--- src/rtl/bcd_to_bin_decoder.sv ---
// Multi-cycle packed-BCD to binary converter built on reverse double-dabble.
// One bit is shifted per cycle; invalid digits short-circuit straight to the result.
module bcd_to_bin_decoder #(
    parameter int DIGITS = 3,
    parameter int BIN_W  = 10
) (
    input  logic                  clk,
    input  logic                  rst,
    input  logic [4*DIGITS-1:0]   in_bcd,
    input  logic                  in_valid,
    output logic                  in_ready,
    output logic [BIN_W-1:0]      out_bin,
    output logic                  out_gt255,
    output logic                  out_err,
    output logic                  out_valid,
    input  logic                  out_ready
);

    localparam int BCD_W  = 4 * DIGITS;
    localparam int WORK_W = BCD_W + BIN_W;
    localparam int CNT_W  = $clog2(BIN_W + 1);
    localparam logic [CNT_W-1:0] LAST_CNT = CNT_W'(BIN_W - 1);

    typedef enum logic [1:0] {
        ST_IDLE  = 2'd0,
        ST_SHIFT = 2'd1,
        ST_DONE  = 2'd2
    } state_t;

    // Any nibble above 9 makes the whole word an illegal BCD value.
    function automatic logic bcd_has_bad_digit(input logic [BCD_W-1:0] bcd);
        logic bad;
        bad = 1'b0;
        for (int d = 0; d < DIGITS; d++) begin
            if (bcd[4*d +: 4] > 4'd9) begin
                bad = 1'b1;
            end else begin
                bad = bad;
            end
        end
        return bad;
    endfunction

    // One reverse double-dabble step: shift {bcd, bin} right, then pull
    // every digit that landed at 8 or above back down by 3.
    function automatic logic [WORK_W-1:0] dabble_step(input logic [WORK_W-1:0] work);
        logic [WORK_W-1:0] shifted;
        shifted = {1'b0, work[WORK_W-1:1]};
        for (int d = 0; d < DIGITS; d++) begin
            if (shifted[BIN_W + 4*d +: 4] >= 4'd8) begin
                shifted[BIN_W + 4*d +: 4] = shifted[BIN_W + 4*d +: 4] - 4'd3;
            end else begin
                shifted[BIN_W + 4*d +: 4] = shifted[BIN_W + 4*d +: 4];
            end
        end
        return shifted;
    endfunction

    state_t             state_r;
    state_t             state_nxt_s;
    logic [WORK_W-1:0]  work_r;
    logic [WORK_W-1:0]  work_step_s;
    logic [CNT_W-1:0]   cnt_r;
    logic [BIN_W-1:0]   out_bin_r;
    logic               out_gt255_r;
    logic               out_err_r;
    logic [BIN_W-1:0]   bin_next_s;
    logic               gt255_s;
    logic               in_ready_s;
    logic               in_hs_s;
    logic               load_s;
    logic               load_err_s;
    logic               step_s;
    logic               last_s;

    assign work_step_s = dabble_step(work_r);
    assign bin_next_s  = work_step_s[BIN_W-1:0];
    assign gt255_s     = (32'(bin_next_s) > 32'd255);

    // Handshake qualification; reset suppresses acceptance immediately.
    always_comb begin
        in_ready_s = 1'b0;
        if ((state_r == ST_IDLE) && !rst) begin
            in_ready_s = 1'b1;
        end else begin
            in_ready_s = 1'b0;
        end
        in_hs_s = in_valid & in_ready_s;
    end

    // Next-state and datapath control decode.
    always_comb begin
        state_nxt_s = state_r;
        load_s      = 1'b0;
        load_err_s  = 1'b0;
        step_s      = 1'b0;
        last_s      = 1'b0;
        case (state_r)
            ST_IDLE: begin
                if (in_hs_s) begin
                    if (bcd_has_bad_digit(in_bcd)) begin
                        load_err_s  = 1'b1;
                        state_nxt_s = ST_DONE;
                    end else begin
                        load_s      = 1'b1;
                        state_nxt_s = ST_SHIFT;
                    end
                end else begin
                    state_nxt_s = ST_IDLE;
                end
            end
            ST_SHIFT: begin
                step_s = 1'b1;
                if (cnt_r == LAST_CNT) begin
                    last_s      = 1'b1;
                    state_nxt_s = ST_DONE;
                end else begin
                    state_nxt_s = ST_SHIFT;
                end
            end
            ST_DONE: begin
                if (out_ready) begin
                    state_nxt_s = ST_IDLE;
                end else begin
                    state_nxt_s = ST_DONE;
                end
            end
            default: begin
                state_nxt_s = ST_IDLE;
            end
        endcase
    end

    // State register.
    always_ff @(posedge clk) begin
        if (rst) begin
            state_r <= ST_IDLE;
        end else begin
            state_r <= state_nxt_s;
        end
    end

    // Working register and iteration counter.
    always_ff @(posedge clk) begin
        if (rst) begin
            work_r <= {WORK_W{1'b0}};
            cnt_r  <= {CNT_W{1'b0}};
        end else if (load_s) begin
            work_r <= {in_bcd, {BIN_W{1'b0}}};
            cnt_r  <= {CNT_W{1'b0}};
        end else if (step_s) begin
            work_r <= work_step_s;
            cnt_r  <= cnt_r + CNT_W'(1);
        end else begin
            work_r <= work_r;
            cnt_r  <= cnt_r;
        end
    end

    // Result registers only change when DONE is entered, so partial
    // conversions never become visible and results hold while stalled.
    always_ff @(posedge clk) begin
        if (rst) begin
            out_bin_r   <= {BIN_W{1'b0}};
            out_gt255_r <= 1'b0;
            out_err_r   <= 1'b0;
        end else if (load_err_s) begin
            out_bin_r   <= {BIN_W{1'b0}};
            out_gt255_r <= 1'b0;
            out_err_r   <= 1'b1;
        end else if (last_s) begin
            out_bin_r   <= bin_next_s;
            out_gt255_r <= gt255_s;
            out_err_r   <= 1'b0;
        end else begin
            out_bin_r   <= out_bin_r;
            out_gt255_r <= out_gt255_r;
            out_err_r   <= out_err_r;
        end
    end

    // Output drive; reset forces every output low before the first edge.
    always_comb begin
        in_ready = in_ready_s;
        if (rst) begin
            out_valid = 1'b0;
            out_bin   = {BIN_W{1'b0}};
            out_gt255 = 1'b0;
            out_err   = 1'b0;
        end else begin
            out_valid = (state_r == ST_DONE);
            out_bin   = out_bin_r;
            out_gt255 = out_gt255_r;
            out_err   = out_err_r;
        end
    end

endmodule
--- config.mk ---
export PLATFORM = sky130hd
export DESIGN_NAME = bcd_to_bin_decoder
export DESIGN_NICKNAME = d
export VERILOG_FILES = /design/src/rtl/bcd_to_bin_decoder.sv
export SDC_FILE = /design/constraint.sdc
export NUM_CORES = 1
export LEC_CHECK = 0
export BUFFER_PORTS_ARGS = -buffer_cell sky130_fd_sc_hd__buf_2
export CORE_MARGIN = 8
export CORE_UTILIZATION = 40
export CTS_CLUSTER_SIZE = 12
export DETAILED_ROUTE_END_ITERATION = 8
export GPL_TIMING_DRIVEN = 1
export PLACE_DENSITY_LB_ADDON = 0.25
export SLEW_MARGIN = 20
export SYNTH_ARGS = -nofsm -noshare
export SYNTH_HDL_FRONTEND = slang
export SYNTH_SLANG_ARGS = --single-unit
--- constraint.sdc ---
create_clock -name clk -period 1.64 [get_ports clk]
set_input_delay 0.328 -clock clk [delete_from_list [all_inputs] [get_ports clk]]
set_output_delay 0.328 -clock clk [all_outputs]
set_load 0.05 [all_outputs]
**Word-level counts from Yosys, hierarchy flattened**

Index checks and enable logic that the tools add are counted.

- Output and inout port bits: 14
- Input port bits: 16
- Flip-flop bits (word level): 40

- Add/sub/neg operators: 3
- Equality and inequality tests: 3
- Magnitude comparators: 6
- Bitwise logic cells: 1
- Mux-type cells: 30
- Reductions and logical operators: 7

Operator list:

| kind | number |
|---|---|
| 22-bit two-way mux | 2 |
| 1-bit two-way mux | 20 |
| 4-bit > comparator (second input constant) | 3 |
| 10-bit by 8-bit > comparator with 1-bit output (second input constant) | 1 |
| 10-bit two-way mux | 1 |
| 4-bit greater-or-equal comparator (second input constant) | 2 |
| 2-bit two-way mux | 4 |
| 4-bit two-way mux | 2 |
| 4-bit by 2-bit subtractor with 4-bit output (second input constant) | 2 |
| 2-bit case mux with 3 select lines | 1 |
| 4-bit by 1-bit adder with 4-bit output (second input constant) | 1 |
| 4-bit equality test (second input constant) | 1 |
| 2-bit nonzero test | 2 |
| 2-bit OR reduction | 2 |
| 2-bit by 1-bit equality test with 1-bit output (second input constant) | 1 |
| 2-bit equality test (second input constant) | 1 |
| 2-bit zero test | 1 |
| 1-bit bitwise AND | 1 |
| 1-bit logical AND | 1 |
| 1-bit zero test | 1 |

**Depth between registers and ports, before layout**

- Depth in word-level cells: 10
- Mapped depth: 7
- Depth with buffers taken out: 6

**Least setup slack after synthesis**

Ideal clock, no wire load.

- Path type: input to output
- Start: input rst
- End: output out_valid
- Data arrival time: 1.897 ns
- Slack: -0.585 ns
- Buffers on the path: 2
- Cell stages on the path: 3
- Data required time: 1.312 ns
- Cells stage by stage: clkbuf_1 > clkbuf_1 > nor3b_1

- Word-level cells in the longest chain between the ends: 1

Ends and longest elaborated chain:

| item | RTL line | source |
|---|---|---|
| start, declared | 8 | `input logic rst,` |
| 1-bit two-way mux | 185 | `if (rst) begin` |
| end, declared | 15 | `output logic out_valid,` |

No other way between the ends.

**Final worst setup path**

- Start: register state_r[1]
- End: output in_ready

- Word-level cells in the longest chain between the ends: 3

Ends and longest elaborated chain:

| item | RTL line | source |
|---|---|---|
| start, declared | 59 | `state_t state_r;` |
| start signal, assigned | 139 | `state_r <= state_nxt_s;` |
| 2-bit zero test | 83 | `if ((state_r == ST_IDLE) && !rst) begin` |
| 1-bit logical AND | 83 |  |
| 1-bit two-way mux | 83 |  |
| end, declared | 11 | `output logic in_ready,` |

No other way between the ends.

==> impl_metrics.tcl <==
set metrics [dict create \
    outcome "finished clean" \
    ys_dominant_reg_cell "sky130_fd_sc_hd__dfxtp_1" \
    final_design_area_no_fill_mm2 0.00220 \
    critPathKind "flop to output pin" \
    synthArstFlopShare 0 \
    synth_cells 223 \
    final_layout_fill_cell_count 437 \
    yosys.cell_types.count 32 \
    min_period_ns 1.55 \
    drive_gt1_frac 0.225 \
    gp_routability_congestion 0.807 \
    fin_worst_skew_ns 0.00352 \
    crit_fanout 6 \
    worst_setup_path_end_kind "output pin" \
    setup_violations 0 \
    synth_area_mm2 0.00181 \
    crit_path_start_kind "flop" \
    cts_tree "built" \
    drt-vias-per-instance 4.97 \
    synth.yosys.seq_area_share 0.431 \
    timing.max_cap.violations 0 \
    htree_levels 2 \
    clock.fmax_ghz 0.643 \
    layout.cells.most_common "sky130_fd_sc_hd__nand2_1" \
    clock_tree.root_cell "sky130_fd_sc_hd__clkbuf_8" \
    slowest_library_cell_on_the_worst_path "sky130_fd_sc_hd__dfxtp_1" \
    die_w_um 83.3 \
    final_nets 283 \
    post-cts-setup-buffers 0 \
    timing.max_slew.rel_slack 0.742 \
    area_delta_synth_final_pct 21.1 \
    cts_buffers 5 \
    via_count 1562 \
    timing.critical_path.required_ns 1.31 \
    routedWlPerCell_um 12.9 \
    grt.total_usage 0.123 \
    grt_pass1_wl_um 7190 \
    synth-compound-area-share 0.162 \
    cts.sinks 39 \
    worst_hold_path_type "input port to flop" \
    hold_viol 0 \
    synth_simple_gate_area_frac 0.280 \
    gr-total-overflow 0 \
    cp_data_arrival_time_ns 1.23 \
    maxSlewViolCount 0 \
    initial_util 0.416 \
    multi_input_area_um2 965 \
    placement.io_buffers 29 \
    detailedRoute.firstIterationViolations 91 \
    synth-adder-area-share 0.0414 \
    die_area_mm2 0.00694 \
    synthXorXnorAreaFrac 0.0338 \
    drc 0 \
    antenna_violating_nets_post_route 0 \
    worst_skew_pair.late_latency_ns 0.28 \
    grt_max_degree 21 \
    slowest_delay_ns 0.34 \
    synth_enable_flop_cells 0 \
    postSynthRegisterBits 39 \
    antenna_found_initial 0 \
    dpl-instance-area_mm2 0.00210 \
    synth_fp_nets 245 \
    yosysWarnings 0 \
    routed_wire_length_um 4050 \
    ctsLongestPathBuffers 2 \
    total_leakage_power_nw 0.851 \
    drt-pass1-iter-count 4 \
    path_cells "buf_4, nor3_4, buf_2" \
    core_region_area_mm2 0.00435 \
    synth_top_family_by_area "simple AND/OR/NAND/NOR gates" \
    finalCritPeriodShare 0.948 \
    worst_ir_drop_vdd_uv 350 \
    rsz_0062_raised_after_global_routing "false" \
    syn_area_per_cell_um2 8.13 \
    final.hold.worst_slack_ns 0.297 \
    worst_pin_slew_ns 0.387 \
    io-pin-count 30 \
    die_h_um 83.3 \
    core.rowCount 24 \
    ff_latch_area_um2 782 \
    power-per-cell-area_mw_per_mm2 821 \
    diodes 0 \
    first_global_vias 1543 \
    final_cell_mix "sky130_fd_sc_hd__nand2_1, sky130_fd_sc_hd__dfxtp_1, sky130_fd_sc_hd__buf_2" \
    cts.reportedPaths.clkPinSlew_ns 0.07 \
    finalSetupTns_ns 0 \
    place.detailed.hpwl_um 3010 \
    muxShareOfSynthArea 0 \
]
==> sequential cells by signal, indices dropped and copies added, names as in the netlist <==
name / count
cnt_r: 4
out_bin_r: 10
out_err_r: 1
out_gt255_r: 1
state_r: 2
work_r: 21
==> per-stage QoR <==
step           setup WS [ns]  instances   util  power, mW
2_1_floorplan         -0.138        223      -       1.13
3_3_place_gp          0.0511        306  0.482       1.20
3_5_place_dp         0.00252        306  0.482       1.21
4_1_cts               0.0246        314  0.502       1.82
5_1_grt               0.0226        314  0.504       1.89
6_report              0.0851        314  0.504       1.80
==> synthesized netlist by cell type, types with 3 or more instances <==
cell / count / area [um2]
sky130_fd_sc_hd__nand2_1: 56 / 210
sky130_fd_sc_hd__dfxtp_1: 39 / 781
sky130_fd_sc_hd__a21oi_1: 26 / 130
sky130_fd_sc_hd__nor2b_1: 13 / 81.3
sky130_fd_sc_hd__nand3_1: 10 / 50.1
sky130_fd_sc_hd__nor2_1: 10 / 37.5
sky130_fd_sc_hd__buf_2: 6 / 30.0
sky130_fd_sc_hd__ha_1: 6 / 75.1
sky130_fd_sc_hd__inv_1: 5 / 18.8
sky130_fd_sc_hd__nand2b_1: 5 / 31.3
sky130_fd_sc_hd__a22oi_1: 4 / 30.0
sky130_fd_sc_hd__clkbuf_1: 4 / 15.0
sky130_fd_sc_hd__o211ai_1: 4 / 30.0
sky130_fd_sc_hd__o21ai_0: 4 / 20.0
sky130_fd_sc_hd__xor2_1: 4 / 35.0
sky130_fd_sc_hd__a21o_1: 3 / 22.5
sky130_fd_sc_hd__nor3_1: 3 / 15.0
sky130_fd_sc_hd__xnor2_1: 3 / 26.3
==> path summary, 6_finish.rpt <==
kind	start	to	slack, ns	cells after the start
setup / recovery	state_r[1]$_SDFF_PP0_	in_ready	0.09	3
hold / removal	in_bcd[5]	work_r[15]$_SDFFE_PP0P_	0.30	3
setup reg to reg	state_r[0]$_SDFF_PP0_	work_r[12]$_SDFFE_PP0P_	0.15	4
hold reg to reg	out_bin_r[3]$_SDFFE_PP0P_	out_bin_r[3]$_SDFFE_PP0P_	0.45	2
==> critical path: cells and delay by family, from the launching register on <==
family | cells | cell delay (ns)
buffers and inverters | 2 | 0.45
DFF | 1 | 0.34
and+or+nand+nor | 1 | 0.16
==> final cells by class <==
cell class / count / share of cell area
multi-input cells: 165 / 0.439
flip-flops and latches: 39 / 0.356
repair buffers: 45 / 0.129
clock buffers: 7 / 0.0348
well taps: 52 / 0.0296
inverters: 5 / 0.00855
clock inverters: 1 / 0.00228
==> power breakdown <==
group | internal, mW | switching, mW | leakage (nW)
Combinational | 0.0838 | 0.117 | 0.493
Clock | 0.299 | 0.318 | 0.0422
Sequential | 0.965 | 0.0201 | 0.316
Total | 1.35 | 0.455 | 0.851
==> routing by layer <==
metal  share of wire  up-vias  track usage  wire (um)
li1                -      822            -          -
met1            0.49      705        0.149       1980
met2            0.45       31        0.192       1810
met3           0.052        4       0.0439        210
met4           0.011        0       0.0527         46
met5               0        -            0          0
==> cells by family after synthesis <==
family / Yosys count
flip-flops: 39
AO/OA/AOI/OAI: 48
AND/OR/NAND/NOR: 104
XOR/XNOR: 7
buffers and inverters: 19
adder cells (fa/ha/maj): 6
==> repair_timing <==
action                     CTS  global route
setup endpoints to repair    3             5
resized for setup            2             3
hold buffers                 0             0
pin swaps                    0             0
Power figures use the tool's default switching activity.
